<file path="src/rtl/rv_mem_pkg.sv">
// Shared sizing helpers for SRAM-backed streaming blocks.
package rv_mem_pkg;

    localparam int unsigned OBUF_DEPTH = 2;
    localparam int unsigned OBUF_CW    = 2;

    function automatic int unsigned depth_f(input int unsigned aw);
        return 32'(1) << aw;
    endfunction

    // Level counts SRAM words plus one in-flight read plus the output buffer.
    function automatic int unsigned level_w_f(input int unsigned aw);
        return aw + 2;
    endfunction

endpackage

</file>
<file path="src/rtl/rv_sram_fifo_obuf.sv">
// Two-entry output buffer absorbing the SRAM read latency; capture and pop may
// coincide.
module rv_sram_fifo_obuf
    import rv_mem_pkg::*;
#(
    parameter int unsigned DW = 32
) (
    input  logic                 sclk,
    input  logic                 rstn,
    input  logic                 i_wr_en,
    input  logic [DW-1:0]        i_wr_data,
    input  logic                 i_pop,
    output logic                 o_valid,
    output logic [DW-1:0]        o_data,
    output logic [OBUF_CW-1:0]   o_count
);

    logic [DW-1:0]      r_ent [OBUF_DEPTH];
    logic               r_head;
    logic [OBUF_CW-1:0] r_cnt;
    logic               w_pop;
    logic               w_wr_slot;

    assign w_pop     = i_pop & (r_cnt != '0);
    // Tail slot; with two entries held and a pop, this is the slot being vacated.
    assign w_wr_slot = r_head ^ r_cnt[0];

    always_ff @(posedge sclk or negedge rstn) begin
        if (!rstn) begin
            r_ent[0] <= '0;
            r_ent[1] <= '0;
            r_head   <= 1'b0;
            r_cnt    <= '0;
        end else begin
            if (i_wr_en) begin
                r_ent[w_wr_slot] <= i_wr_data;
            end
            if (w_pop) begin
                r_head <= ~r_head;
            end
            if (i_wr_en && !w_pop) begin
                r_cnt <= r_cnt + OBUF_CW'(1);
            end else if (!i_wr_en && w_pop) begin
                r_cnt <= r_cnt - OBUF_CW'(1);
            end
        end
    end

    assign o_valid = (r_cnt != '0);
    assign o_data  = r_ent[r_head];
    assign o_count = r_cnt;

endmodule

</file>
<file path="src/rtl/rv_sram_fifo_ctrl.sv">
// Valid/ready FIFO controller over an external 1W/1R SRAM with 1-cycle read latency.
// Define RV_SRAM_FIFO_LEVEL_EN to add the level/afull outputs.
module rv_sram_fifo_ctrl
    import rv_mem_pkg::*;
#(
    parameter int unsigned DW       = 32,
    parameter int unsigned AW       = 6,
    parameter int unsigned AFULL_TH = 56
) (
    input  logic          sclk,
    input  logic          rstn,
    input  logic          in_valid,
    output logic          in_ready,
    input  logic [DW-1:0] in_data,
    output logic          out_valid,
    input  logic          out_ready,
    output logic [DW-1:0] out_data,
    output logic          sram_wr_en,
    output logic [AW-1:0] sram_wr_addr,
    output logic [DW-1:0] sram_wr_data,
    output logic          sram_rd_en,
    output logic [AW-1:0] sram_rd_addr,
    input  logic [DW-1:0] sram_rd_data
`ifdef RV_SRAM_FIFO_LEVEL_EN
    ,
    output logic [AW+1:0] level,
    output logic          afull
`endif
);

    localparam int unsigned DEPTH = depth_f(AW);
    localparam int unsigned LW    = level_w_f(AW);

    logic [AW-1:0]      r_wptr;
    logic [AW-1:0]      r_rptr;
    logic [AW:0]        r_mem_cnt;
    logic               r_rd_pend;
    logic               r_act;
    logic               w_push;
    logic               w_pop;
    logic               w_rd_issue;
    logic [OBUF_CW-1:0] w_ob_cnt;

    // r_act keeps in_ready low until the first edge after reset release.
    assign in_ready = r_act & (r_mem_cnt != (AW+1)'(DEPTH));
    assign w_push   = in_valid & in_ready;
    assign w_pop    = out_valid & out_ready;
    assign w_rd_issue = (r_mem_cnt != '0) &
                        ((3'(w_ob_cnt) + 3'(r_rd_pend)) < (3'd2 + 3'(w_pop)));

    assign sram_wr_en   = w_push;
    assign sram_wr_addr = r_wptr;
    assign sram_wr_data = in_data;
    assign sram_rd_en   = w_rd_issue;
    assign sram_rd_addr = r_rptr;

    always_ff @(posedge sclk or negedge rstn) begin
        if (!rstn) begin
            r_wptr    <= '0;
            r_rptr    <= '0;
            r_mem_cnt <= '0;
            r_rd_pend <= 1'b0;
            r_act     <= 1'b0;
        end else begin
            r_act     <= 1'b1;
            r_rd_pend <= w_rd_issue;
            if (w_push) begin
                r_wptr <= r_wptr + AW'(1);
            end
            if (w_rd_issue) begin
                r_rptr <= r_rptr + AW'(1);
            end
            if (w_push && !w_rd_issue) begin
                r_mem_cnt <= r_mem_cnt + (AW+1)'(1);
            end else if (!w_push && w_rd_issue) begin
                r_mem_cnt <= r_mem_cnt - (AW+1)'(1);
            end
        end
    end

    rv_sram_fifo_obuf #(
        .DW (DW)
    ) u_obuf (
        .sclk      (sclk),
        .rstn      (rstn),
        .i_wr_en   (r_rd_pend),
        .i_wr_data (sram_rd_data),
        .i_pop     (w_pop),
        .o_valid   (out_valid),
        .o_data    (out_data),
        .o_count   (w_ob_cnt)
    );

`ifdef RV_SRAM_FIFO_LEVEL_EN
    assign level = LW'(r_mem_cnt) + LW'(r_rd_pend) + LW'(w_ob_cnt);
    assign afull = (level >= LW'(AFULL_TH));
`else
    logic w_unused_cfg;
    assign w_unused_cfg = ^{32'(AFULL_TH), 32'(LW)};
`endif

endmodule
</file>
<file path="config.mk">
export PLATFORM = sky130hd
export DESIGN_NAME = rv_sram_fifo_ctrl
export DESIGN_NICKNAME = d
export VERILOG_FILES = /design/src/rtl/rv_mem_pkg.sv /design/src/rtl/rv_sram_fifo_obuf.sv /design/src/rtl/rv_sram_fifo_ctrl.sv
export SDC_FILE = /design/constraint.sdc
export NUM_CORES = 1
export LEC_CHECK = 0
export BUFFER_PORTS_ARGS = -buffer_cell sky130_fd_sc_hd__buf_2
export CORE_AREA = 5 5 87 169
export DETAILED_ROUTE_END_ITERATION = 10
export DIE_AREA = 0 0 92 174
export GPL_TIMING_DRIVEN = 0
export PLACE_DENSITY = 0.66
export SYNTH_ARGS = -nofsm -noshare
export SYNTH_HDL_FRONTEND = slang
export SYNTH_HIERARCHICAL = 1
export SYNTH_SLANG_ARGS = --single-unit
</file>
<file path="constraint.sdc">
create_clock -name sclk -period 3 [get_ports sclk]
set_input_delay 0.15 -clock sclk [delete_from_list [all_inputs] [get_ports sclk]]
set_output_delay 0.15 -clock sclk [all_outputs]
set_load 0.02 [all_outputs]
</file>
; Yosys cells after proc, flatten, opt, wreduce, memory -nomap -nowiden
; Cells that the tools add are included.
; W data, S select, Z words.
[totals]
register_bits = 88
out_inout_bits = 80
[classes]
n_mux = 10
reduce_logical = 13
bitwise_logic = 9
n_lt_le_gt_ge = 4
n_eq_ne = 1
n_addsub = 8
[op_table]
columns = cell, n
row1 = $mux W32, 4
row2 = $bwmux W64, 1
row3 = $demux W32 S1, 1
row4 = $mux W7, 2
row5 = $add A6 B1 Y6 const B, 2
row6 = $add A7 B1 Y7 const B, 1
row7 = $ne A7 B7 Y1 const B, 1
row8 = $reduce_bool A7 Y1, 1
row9 = $sub A7 B1 Y7 const B, 1
row10 = $reduce_bool A2 Y1, 3
row11 = $and A1 B1 Y1, 5
row12 = $logic_and A1 B1 Y1, 5
row13 = $ge A2 B2 Y1 const B, 2
row14 = $logic_not A1 Y1, 4
row15 = $mux W2, 2
row16 = $not A1 Y2, 2
row17 = $add A2 B1 Y3, 1
row18 = $add A2 B1 Y3 const A, 1
row19 = $lt A3 B3 Y1, 1
row20 = $add A2 B1 Y2 const B, 1
row21 = $lt A2 B1 Y1 const B, 1
row22 = $sub A2 B1 Y2 const B, 1
row23 = $not A1 Y1, 1
row24 = $xor A1 B1 Y1, 1

; Logic depth before layout (Yosys ltp)
; Gate-level depths: netlist of the first run.
[depth]
ltp_word = 8
depth_mapped = 11

; Hierarchy
; The synthesis of the first run kept the hierarchy.
[modules_own_cells]
columns = mod, area_per_inst_um2, cells_per_inst, seq_area_each_um2, n_inst
row1 = rv_sram_fifo_obuf, 3059.2, 185, 1676.6, 1
row2 = rv_sram_fifo_ctrl, 1421.4, 136, 525.5, 1

; Worst setup path after synthesis of the first run
; OpenSTA, ideal clock, no wires.
[synth_path]
kind = reg-to-reg
startpoint = reg u_obuf.r_cnt[0], in the netlist u_obuf/o_count[0]
endpoint = reg r_mem_cnt[5]
path_buffers = 0
period_less_slack_ns = 3.061
slack_ns = -0.061
setup_time_ns = 0.069
path_stages_with_launch = 12
t_required_ns = 2.931
arrival_time_ns = 2.992
cell_sequence = dfrtp_1 > ha_1 > ha_1 > a221oi_4 > inv_1 > ha_1 > inv_1 > ha_1 > a211oi_1 > o21bai_1 > a2111oi_0 > nand3b_1
[synth_between]
elab_chain_len = 8
word_cells_on_any_way = 11
cone_classes = 2 x add/sub / 1 x order compare / 1 x mux / 2 x bitwise / 5 x reduce/logical
[synth_lines]
columns = item, line_no
row1 = from (decl), rv_sram_fifo_obuf.sv:20  ; logic [OBUF_CW-1:0] r_cnt;
row2 = from (signal assigned), rv_sram_fifo_obuf.sv:42  ; r_cnt <= r_cnt + OBUF_CW'(1);
row3 = from (signal assigned), rv_sram_fifo_obuf.sv:44  ; r_cnt <= r_cnt - OBUF_CW'(1);
row4 = $reduce_bool A2 Y1, rv_sram_fifo_obuf.sv:49  ; assign o_valid = (r_cnt != '0);
row5 = $and A1 B1 Y1, rv_sram_fifo_ctrl.sv:47  ; assign w_pop = out_valid & out_ready;
row6 = $add A2 B1 Y3, rv_sram_fifo_ctrl.sv:49  ; ((3'(w_ob_cnt) + 3'(r_rd_pend)) < (3'd2 + 3'(w_pop)));
row7 = $lt A3 B3 Y1 *, rv_sram_fifo_ctrl.sv:49
row8 = $and A1 B1 Y1 *, rv_sram_fifo_ctrl.sv:48  ; assign w_rd_issue = (r_mem_cnt != '0) &
row9 = named net sram_rd_en, rv_sram_fifo_ctrl.sv:21  ; output logic sram_rd_en,
row10 = $logic_not A1 Y1, rv_sram_fifo_ctrl.sv:73  ; if (w_push && !w_rd_issue) begin
row11 = $logic_and A1 B1 Y1, rv_sram_fifo_ctrl.sv:73
row12 = $mux W7 or $reduce_bool A2 Y1 (tied branches), --
row13 = to (signal assigned), rv_sram_fifo_ctrl.sv:74  ; r_mem_cnt <= r_mem_cnt + (AW+1)'(1);
row14 = to (signal assigned), rv_sram_fifo_ctrl.sv:76  ; r_mem_cnt <= r_mem_cnt - (AW+1)'(1);
row15 = to (decl), rv_sram_fifo_ctrl.sv:36  ; logic [AW:0] r_mem_cnt;
; Mark *: on every way through the listed nets, which the timed path passes. The rest lies on a longest branch.
; A chain may end at the register's enable or synchronous reset.

; Worst setup path after layout of the first run
[layout_path]
startpoint = reg r_rd_pend
endpoint = reg r_mem_cnt[6]
[layout_between]
elab_chain_len = 6
word_cells_on_any_way = 8
cone_classes = 1 x add/sub / 1 x order compare / 1 x mux / 1 x bitwise / 4 x reduce/logical
[layout_lines]
columns = item, line_no
row1 = from (decl), rv_sram_fifo_ctrl.sv:37  ; logic r_rd_pend;
row2 = from (signal assigned), rv_sram_fifo_ctrl.sv:66  ; r_rd_pend <= w_rd_issue;
row3 = $add A2 B1 Y3 *, rv_sram_fifo_ctrl.sv:49
row4 = $lt A3 B3 Y1 *, rv_sram_fifo_ctrl.sv:49
row5 = $and A1 B1 Y1 *, rv_sram_fifo_ctrl.sv:48
row6 = $logic_not A1 Y1, rv_sram_fifo_ctrl.sv:73
row7 = $logic_and A1 B1 Y1, rv_sram_fifo_ctrl.sv:73
row8 = $mux W7 or $reduce_bool A2 Y1 (tied branches), --
; Every way passes the cells marked *; elsewhere a longest branch is shown, timed or not.

==> summary.txt, run 1 <==
Status = complete, no violations
Worst Path Max Fanout = 7
Final HPWL DP = 7.55 mm
Layout cells sized above 1 = 63.6%
Crit path kind = flip-flop to flip-flop
Mean Syn Cell Area = 14.0 um2
Later-pin clock latency in the skew report = 0.34 ns
Number of vias per cell = 4.78
Post-synth EDFFs = 0
Vias post-DR = 2936
Final setup viols = 0
Slew HR = 64.6%
Largest net degree at the start of global routing = 51
Max-slew violations = 0
I/O Buffers = 115
First-pass GRT wire length = 16.4 mm
Mapped Cells = 321
Worst hold path type = input pin to flip-flop
Placed Area = 0.00528 mm2
Post-route cell area = 0.00567 mm2
Die height = 174 um
Final Cycle Share = 95.5%
Drt drc = 0
Fin Hold WS = 0.0463 ns
Asr flop ratio synth = 100%
Die ar. = 0.0160 mm2
Root Buffer = clkbuf_16
Fin. Hold Viols = 0
Vias in the first global route = 3333
DR iter-0 viols = 53
I/O pins = 148
Register area share after synthesis = 49.1%
Cells on worst reg2reg path = 12
DR pass1 iterations = 4
Fin nets = 534
Most numerous cell in the Yosys netlist = dfrtp_1
Post-synth top flop = dfrtp_1
Initial antenna violation count = 0
Crit. End Element = flip-flop
Htree depth = 3
Critical Path RT = 3.21 ns
Synth-to-Final Area Change = 26.5%
Post-synthesis cell area = 0.00448 mm2
CTS max path bufs = 2
CTS tree = done
Yosys warnings = 6
Worst vdd ir = 0.550 mV
Pwr/cell area = 1400 mW/mm2
Setup TNS = 0 ns
Core ar. = 0.0134 mm2
CTS buffer count = 9
Post-route setup slack = 0.134 ns
Peak Freq = 349 MHz
Origin of the critical flop-to-flop path = r_rd_pend
Max Cap Viol = 0
Worst slew pin tran = 0.531 ns
WL final = 10.2 mm
Crit path to = r_mem_cnt[6]
Final Critical Period = 2.87 ns
CP startpoint kind = flip-flop
Rows = 60
Yosys reg bits = 88
DP Worst Slack = -0.255 ns
Starting density of the core = 33.5%
Reg2reg setup slack = 0.13 ns
Setup Skew = 0.00734 ns
Area contributors post-synth = dfrtp_1 49%, mux2_2 17%, mux2_4 10%
Drt wl/cell = 16.6 um
Synth Net Count = 401
Worst Setup SP = r_rd_pend
Leak = 2.71 nW
Total track usage = 12.9%
Diodes inserted = 0
Area share of the largest cell type after synthesis = 49.1%
Synth cell count leaders = 88 x dfrtp_1, 69 x mux2_2, 33 x buf_4
GRT Residual Overflow = 0
GPL Wtd Cong = 0.760
Post-DRT Antenna Nets = 0
TritonCTS Sinks = 88
Worst-path clk slew = 0.07 ns
Arrival @ worst endpoint = 3.08 ns
Worst R2R End = r_mem_cnt[6]
Yosys cell types = 36
Die W = 92 um
Most area-hungry cell type in the Yosys netlist = dfrtp_1
## final cells by class
cell class / count / area [um2]
buffer: 44 / 354
clock buffer: 10 / 239
clock inverter: 6 / 50.0
fill: 1265 / 7690
inverter: 5 / 18.8
multi-input combinational: 184 / 1960
sequential: 88 / 2200
tap: 155 / 194
timing repair buffer: 122 / 653
## flip-flops by register name, indices dropped and copies added, names as in the netlist
register / count
u_obuf/r_ent: 64
r_rd_pend: 1
sram_rd_addr: 6
sram_wr_addr: 6
u_obuf/r_head: 1
r_mem_cnt: 7
u_obuf/o_count: 2
r_act: 1
## timing repair
| action | CTS | global route |
|---|---|---|
| pin swaps | 2 | 3 |
| endpoints found under the hold margin | 38 | 0 |
| setup buffers | 2 | 3 |
| gates resized for setup | 2 | 13 |
| setup endpoints to repair | 2 | 3 |
| hold buffers | 1 | 0 |
## kinds of logic (layout without fill, tap and decap cells)
family | Yosys count | count (layout) | synth area share (%)
muxes | 99 | 99 | 27.4
DFF | 88 | 88 | 49.1
adders and majority gates | 12 | 12 | 3.52
xor gates and xnor gates | 18 | 18 | 3.52
buffers and inverters | 49 | 187 | 8.32
other | 1 | 1 | 0.0837
AOI/OAI and AO/OA | 23 | 23 | 3.94
and+or+nand+nor | 31 | 31 | 4.08
## per-stage QoR
step / power [mW] / utilization, % / instances
CTS: 7.89 / 41.9 / 611
finish: 7.92 / 42.4 / 614
detailed placement: 6.69 / 39.5 / 592
global route: 8.46 / 42.4 / 614
floorplan: 5.55 / - / 321
global placement: 6.51 / 39.3 / 591
## report_power, final
group	total (mW)	switching, mW	internal [mW]
Clock	1.09	0.493	0.593
Combinational	4.60	2.26	2.33
Sequential	2.24	0.406	1.83
## layer usage
metal	vias up	routed length, um	part of all wire (%)	GRT usage [%]
li1	1363	-	-	-
met2	117	5700	56	24.8
met5	-	0	0	0
met1	1440	3640	36	13.1
met3	16	614	6.0	2.77
met4	0	223	2.2	5.58
## critical path, cell delays in order, from the launching register on
cell      delay [ns]
dfrtp_1         0.42
ha_1            0.22
ha_1            0.31
a221oi_4        0.27
inv_1           0.07
ha_1            0.23
inv_2           0.15
buf_4           0.13
ha_1            0.25
o21ai_1         0.17
o21ai_1         0.23
o311ai_2        0.15
xor2_1          0.16
## worst min path at each step
stage	startpoint	to	slack [ns]	depth (start not counted)
after floorplan	rstn	r_act	-0.15	0
after global routing	sram_rd_data[6]	u_obuf/r_ent[6]	0.04	2
after CTS	sram_rd_data[1]	u_obuf/r_ent[1]	0.03	2
after global placement	sram_rd_data[15]	u_obuf/r_ent[15]	0.40	2
final	sram_rd_data[1]	u_obuf/r_ent[1]	0.05	2
after detailed placement	rstn	u_obuf/r_ent[3]	0.16	1
## placed cells by master, fill, tap and decap left out, types with 2 or more instances in the layout
master      Yosys  final
a21o_1          2      2
mux2_4         30     30
dfrtp_1        88     87
xnor2_1        13     13
nand2_1         9      9
a211oi_1        4      2
clkbuf_16       0      9
nand3b_1        2      2
nand3_1         2      2
buf_12          3      3
buf_4          33     39
clkinv_4        0      2
and3_1          3      3
nor2_1          2      2
mux2_2         69     69
and2_1          2      2
o21ai_1         0      2
nand4_1         5      5
inv_1           5      4
inv_6           0      2
xor2_1          5      5
o21ai_0         8      5
clkinvlp_4      0      2
buf_2           7    121
ha_1           11     11
No activity file was read; power rests on OpenSTA's default activity.
==> run 2, diff against run 1 <==
--- a/config.mk
+++ b/config.mk
@@ -10,7 +10,7 @@
 export DETAILED_ROUTE_END_ITERATION = 10
 export DIE_AREA = 0 0 92 174
 export GPL_TIMING_DRIVEN = 0
-export PLACE_DENSITY = 0.66
+export PLACE_DENSITY = 0.63
 export SYNTH_ARGS = -nofsm -noshare
 export SYNTH_HDL_FRONTEND = slang
 export SYNTH_HIERARCHICAL = 1
==> constraint.sdc (replaced) <==
create_clock -name sclk -period 3.72 [get_ports sclk]
set_input_delay 0.186 -clock sclk [delete_from_list [all_inputs] [get_ports sclk]]
set_output_delay 0.186 -clock sclk [all_outputs]
set_load 0.02 [all_outputs]
==> run 2 against run 1 <==
- flip-flop and latch count unchanged
- final area decreased by 1.5%
- first-iteration DRC count increased by 43%
- via count decreased by 0.34%
- critical path depth decreased by 1
- global-route usage decreased by 0.30 points
- final cell count decreased by 0.81%
- routed wire length decreased by 2.9%
- power decreased by 21%
- sequential share of layout area increased by 0.55 points
- setup slack improved by 0.22 ns
- critical endpoint unchanged
- highest routed layer unchanged
==> summary.txt, run 2 (synthesis gave the netlist of run 1 again) <==
Final core utilization = 41.8%
DR pass1 iterations = 4
RSZ-0062 raised after global routing = false
Buf+Inv Stages, Crit Path = 2
DR iter-0 viols = 76
Pwr/cell area = 1110 mW/mm2
CTS tree = done
Sw Ratio = 39.1%
WL final = 9.88 mm
Sw Pwr = 2.44 mW
GRT Residual Overflow = 0
Max Cap Viol = 0
Leak = 2.68 nW
Peak Freq = 297 MHz
Seq pwr share = 28.9%
I/O Buffers = 115
Crit-path leading delay family = adder cells
Later-pin clock latency in the skew report = 0.34 ns
Fin nets = 529
Vias post-DR = 2926
Clock power share = 14.6%
Post-route cell area = 0.00559 mm2
Number of vias per cell = 4.80
Post-cts sizing count = 0
Drt drc = 0
Rows = 60
Hold Buf Count CTS = 1
Slew HR = 59.8%
Core ar. = 0.0134 mm2
Die height = 174 um
Die ar. = 0.0160 mm2
Starting density of the core = 33.5%
Arrival @ worst endpoint = 3.55 ns
Non-Filler Instances = 609
Placed Area = 0.00528 mm2
Htree depth = 3
Diodes inserted = 0
Final Cycle Share = 90.5%
TritonCTS Sinks = 88
Final Critical Period = 3.37 ns
Final HPWL DP = 7.35 mm
Synth-to-Final Area Change = 24.7%
CTS max path bufs = 2
I/O pins = 148
Most common cell after layout, fill and taps aside = buf_2
Status = complete, no violations
Largest regs = u_obuf/r_ent (64), r_mem_cnt (7)
Initial antenna violation count = 0
Fin Hold WS = 0.0936 ns
Most frequent cells in the layout = 121 x buf_2, 88 x dfrtp_1, 69 x mux2_2, 34 x buf_4, 30 x mux2_4
Cell mode on critical path = ha_1
Crit. End Element = flip-flop
Worst vdd ir = 0.564 mV
Post-DRT Antenna Nets = 0
Worst slew pin tran = 0.596 ns
Final setup viols = 0
Crit-path max cell delay = 0.45 ns
Total track usage = 12.6%
CP max stage cell = dfrtp_1
Top reg by flops = u_obuf/r_ent
Crit path kind = flip-flop to flip-flop
Fillers = 1273
Post-CTS setup buffers = 0
Placed cells = 592
CP startpoint kind = flip-flop
Worst hold path type = input pin to flip-flop
First-pass GRT wire length = 16.0 mm
Gate power share = 56.5%
Die W = 92 um
Internal power = 3.79 mW
Largest net degree at the start of global routing = 68
Setup TNS = 0 ns
Layout cells sized above 1 = 61.2%
Worst Path Max Fanout = 9
Drt wl/cell = 16.2 um
Worst-path clk slew = 0.07 ns
Largest register FFs = 64
Setup Skew = 0.00736 ns
Fin. Hold Viols = 0
CTS buffer count = 9
Vias in the first global route = 3196
GPL Wtd Cong = 0.772
Max-slew violations = 0
Root Buffer = clkbuf_16
Critical Path RT = 3.90 ns
Critical Path, Cell by Cell = ha_1 -> ha_1 -> a221oi_4 -> inv_1 -> ha_1 -> inv_1 -> ha_1 -> and2_1 -> o311ai_0 -> o311ai_0 -> xor2_1
-- run 2: cell count changes in the layout (fill, tap and decap cells not counted), moves of 2 or more --
cell      change
buf_4         -5
o21ai_0       +3
a211oi_1      +2
o21ai_1       -2
o311ai_0      +2
-- run 2: layout make-up --
| cell class | count | area, um2 | share of cell area [%] |
|---|---|---|---|
| Sequential cell | 88 | 2200 | 39.4 |
| Multi-Input combinational cell | 184 | 1910 | 34.1 |
| Timing Repair Buffer | 117 | 616 | 11.0 |
| Buffer | 44 | 354 | 6.34 |
| Clock buffer | 10 | 229 | 4.10 |
| Tap cell | 155 | 194 | 3.47 |
| Clock inverter | 6 | 67.6 | 1.21 |
| Inverter | 5 | 18.8 | 0.336 |
-- run 2: power by group through the flow --
stage / registers [mW] / clock network, mW / logic [mW]
CTS: 1.80 / 0.951 / 3.60
floorplan: 1.81 / 0 / 2.67
finish: 1.80 / 0.910 / 3.52
detailed placement: 1.81 / 0 / 3.57
global placement: 1.78 / 0 / 3.48
global route: 1.87 / 0.988 / 3.81
-- run 2: through the flow --
step	worst slack (ns)	total power, mW
4_1_cts	0.339	6.35
3_5_place_dp	0.398	5.38
6_report	0.352	6.23
3_3_place_gp	0.525	5.26
5_1_grt	0.0641	6.66
2_1_floorplan	0.659	4.47
-- run 2: path summary, 6_finish.rpt --
path | slack (ns) | cells past startpoint | to | startpoint
max in group asynchronous | 2.77 | 3 | u_obuf/r_ent[33] | rstn
min in group asynchronous | 0.29 | 2 | u_obuf/r_ent[47] | rstn
min | 0.09 | 2 | u_obuf/r_ent[50] | sram_rd_data[18]
max reg2reg | 0.35 | 11 | r_mem_cnt[6] | u_obuf/o_count[0]
min reg2reg | 0.47 | 1 | sram_rd_addr[5] | sram_rd_addr[5]
max | 0.35 | 11 | r_mem_cnt[6] | u_obuf/o_count[0]
-- run 2: per-layer routing --
layer	global-route usage [%]	routed length, um	up-vias
li1	-	-	1358
met1	13.7	3740	1465
met2	23.2	5380	88
met3	3.12	565	15
met4	4.84	199	0
met5	0	0	-
==> run 3, diff against run 2 <==
--- a/config.mk
+++ b/config.mk
@@ -10,8 +10,7 @@
 export DETAILED_ROUTE_END_ITERATION = 10
 export DIE_AREA = 0 0 92 174
 export GPL_TIMING_DRIVEN = 0
-export PLACE_DENSITY = 0.63
+export PLACE_DENSITY = 0.64
 export SYNTH_ARGS = -nofsm -noshare
 export SYNTH_HDL_FRONTEND = slang
-export SYNTH_HIERARCHICAL = 1
 export SYNTH_SLANG_ARGS = --single-unit
==> run 3 against run 2 <==
- worst hold slack lost 0.0013 ns
- power grew 0.21%
- via count shrank 0.55%
- synthesized cell count grew 1.2%
- critical path depth shrank 1
- utilization grew 0.19 points
- clock power grew 2%
- die area is the same
- setup slack gained 0.081 ns
- largest cell class unchanged
==> summary.txt, run 3 <==
DR iter-0 viols = 18
Final core utilization = 42.0%
Die W = 92 um
Largest regs = u_obuf.r_ent (64), r_mem_cnt (7)
Sw Pwr = 2.44 mW
CP startpoint kind = flip-flop
Largest register FFs = 64
Worst-path clk slew = 0.07 ns
Post-synth EDFFs = 0
Hold path depth = 2
Critical Path, Cell by Cell = nor4_2 -> nand3b_1 -> nand3b_1 -> ha_1 -> inv_1 -> ha_1 -> o21ai_0 -> a2111o_1 -> o211a_1 -> xnor2_1
Origin of the critical flop-to-flop path = r_mem_cnt[3]
Critical Path RT = 3.95 ns
Root Buffer = clkbuf_16
TritonCTS Sinks = 88
Worst slew pin tran = 0.658 ns
Peak Freq = 304 MHz
Worst R2R End = r_mem_cnt[6]
Die height = 174 um
Fin nets = 533
Yosys warnings = 0
Fin. Hold Viols = 0
Sw Ratio = 39.0%
Synth cell count leaders = 88 x dfrtp_1, 68 x mux2_2, 32 x buf_4
Starting density of the core = 33.7%
Layout cells sized above 1 = 60.3%
Max-slew violations = 0
WL final = 9.89 mm
Htree depth = 3
DR pass1 iterations = 4
Rows = 60
Area contributors post-synth = dfrtp_1 49%, mux2_2 17%, mux2_4 10%
Setup Skew = 0.00764 ns
Status = complete, no violations
Setup TNS = 0 ns
Max Cap Viol = 0
Seq pwr share = 28.5%
Most common cell after layout, fill and taps aside = buf_2
Crit. End Element = flip-flop
Drt wl/cell = 16.1 um
GR Util met1 = 14.3%
Mapped Cells = 325
Initial antenna violation count = 0
Pwr/cell area = 1110 mW/mm2
Later-pin clock latency in the skew report = 0.34 ns
Most frequent cells in the layout = 118 x buf_2, 88 x dfrtp_1, 68 x mux2_2, 33 x buf_4, 30 x mux2_4
Slew HR = 56.1%
Routing usage on met2 = 24.0%
Area share of the largest cell type after synthesis = 49.0%
Register area share after synthesis = 49.0%
Yosys reg bits = 88
Diodes inserted = 0
Arrival @ worst endpoint = 3.51 ns
Asr flop ratio synth = 100%
I/O pins = 148
CTS tree = done
Final Critical Period = 3.29 ns
Crit path kind = flip-flop to flip-flop
HP Start = sram_rd_data[20]
Buf+Inv Stages, Crit Path = 1
Post-synthesis cell area = 0.00450 mm2
CP max stage cell = nor4_2
GPL Wtd Cong = 0.681
Top reg by flops = u_obuf.r_ent
Met3 Track Usage GR = 2.73%
Internal power = 3.81 mW
CTS buffer count = 9
Vias in the first global route = 3286
Most area-hungry cell type in the Yosys netlist = dfrtp_1
Worst hold path type = input pin to flip-flop
Leak = 2.72 nW
Core ar. = 0.0134 mm2
Crit-path max cell delay = 0.44 ns
RSZ-0062 raised after global routing = false
Worst vdd ir = 0.657 mV
Final Cycle Share = 88.3%
GRT Residual Overflow = 0
I/O Buffers = 115
Drt drc = 0
Largest net degree at the start of global routing = 71
Post-cts sizing count = 0
Most numerous cell in the Yosys netlist = dfrtp_1
Gate power share = 56.7%
Crit-path leading delay family = simple AND/OR/NAND/NOR gates
Final setup viols = 0
Post-synth top flop = dfrtp_1
Post-CTS setup buffers = 0
Global routing's busiest layer = met2
CTS max path bufs = 2
Hold path endpoint = u_obuf.r_ent[20]
Reg2reg setup slack = 0.43 ns
Total track usage = 13.0%
Die ar. = 0.0160 mm2
Post-DRT Antenna Nets = 0
Synth Net Count = 405
Synth-to-Final Area Change = 24.8%
Vias post-DR = 2910
Hold Buf Count CTS = 1
Number of vias per cell = 4.75
Yosys cell types = 42
Worst Path Max Fanout = 7
Mean Syn Cell Area = 13.8 um2
Final HPWL DP = 7.33 mm
Clock power share = 14.8%
Cells on worst reg2reg path = 10
First-pass GRT wire length = 16.6 mm
==> run 3: per-stage QoR <==
stage / setup WS, ns / power (mW) / instance area, um2 / hold WS [ns] / std cells
3_3_place_gp: 0.461 / 5.25 / 5270 / 0.433 / 595
6_report: 0.434 / 6.24 / 5610 / 0.0923 / 613
3_5_place_dp: 0.416 / 5.39 / 5300 / 0.0921 / 596
4_1_cts: 0.385 / 6.36 / 5610 / 0.0731 / 613
5_1_grt: 0.0951 / 6.70 / 5610 / 0.0800 / 613
2_1_floorplan: 0.830 / 4.47 / 4500 / -0.110 / 325
==> run 3: final cells by class <==
cell class                 count  area, um2
inverter                       8       30.0
tap                          155        194
buffer                        44        347
fill                        1300       7750
multi-input combinational    185       1920
clock buffer                   9        225
sequential                    88       2200
timing repair buffer         117        616
clock inverter                 7       80.1
==> run 3: kinds of logic (layout without fill, tap and decap cells) <==
group / after synthesis / after routing / synth area share, %
AO/OA/AOI/OAI: 18 / 18 / 3.06
XOR/XNOR: 19 / 19 / 3.70
adder cells (fa/ha/maj): 12 / 12 / 3.51
buffers and inverters: 52 / 185 / 8.38
flip-flops: 88 / 88 / 49.0
multiplexers: 99 / 99 / 27.3
other: 1 / 1 / 0.0834
AND/OR/NAND/NOR: 36 / 36 / 5.04
==> run 3: power groups by stage <==
stage          Clock [mW]  Sequential, mW  Combinational [mW]
5_1_grt             0.995            1.84                3.86
3_3_place_gp            0            1.76                3.49
4_1_cts             0.963            1.78                3.62
3_5_place_dp            0            1.79                3.60
6_report            0.925            1.78                3.54
2_1_floorplan           0            1.79                2.68
==> run 3: per-layer routing <==
layer	share of wire [%]	vias to the layer above	wire [um]
met3	5.5	7	546
li1	-	1367	-
met1	38	1441	3780
met5	0	-	0
met2	55	95	5400
met4	1.6	0	159
==> run 3: how the worst max path moves through the flow <==
stage / startpoint / depth (start not counted) / to / slack (ns)
2_1_floorplan: r_mem_cnt[3] / 11 / r_mem_cnt[5] / 0.83
3_3_place_gp: r_mem_cnt[3] / 10 / r_mem_cnt[5] / 0.46
3_5_place_dp: r_mem_cnt[3] / 10 / r_mem_cnt[5] / 0.42
4_1_cts: r_mem_cnt[3] / 10 / r_mem_cnt[5] / 0.38
5_1_grt: r_mem_cnt[3] / 10 / r_mem_cnt[5] / 0.1
6_report: r_mem_cnt[3] / 10 / r_mem_cnt[6] / 0.43
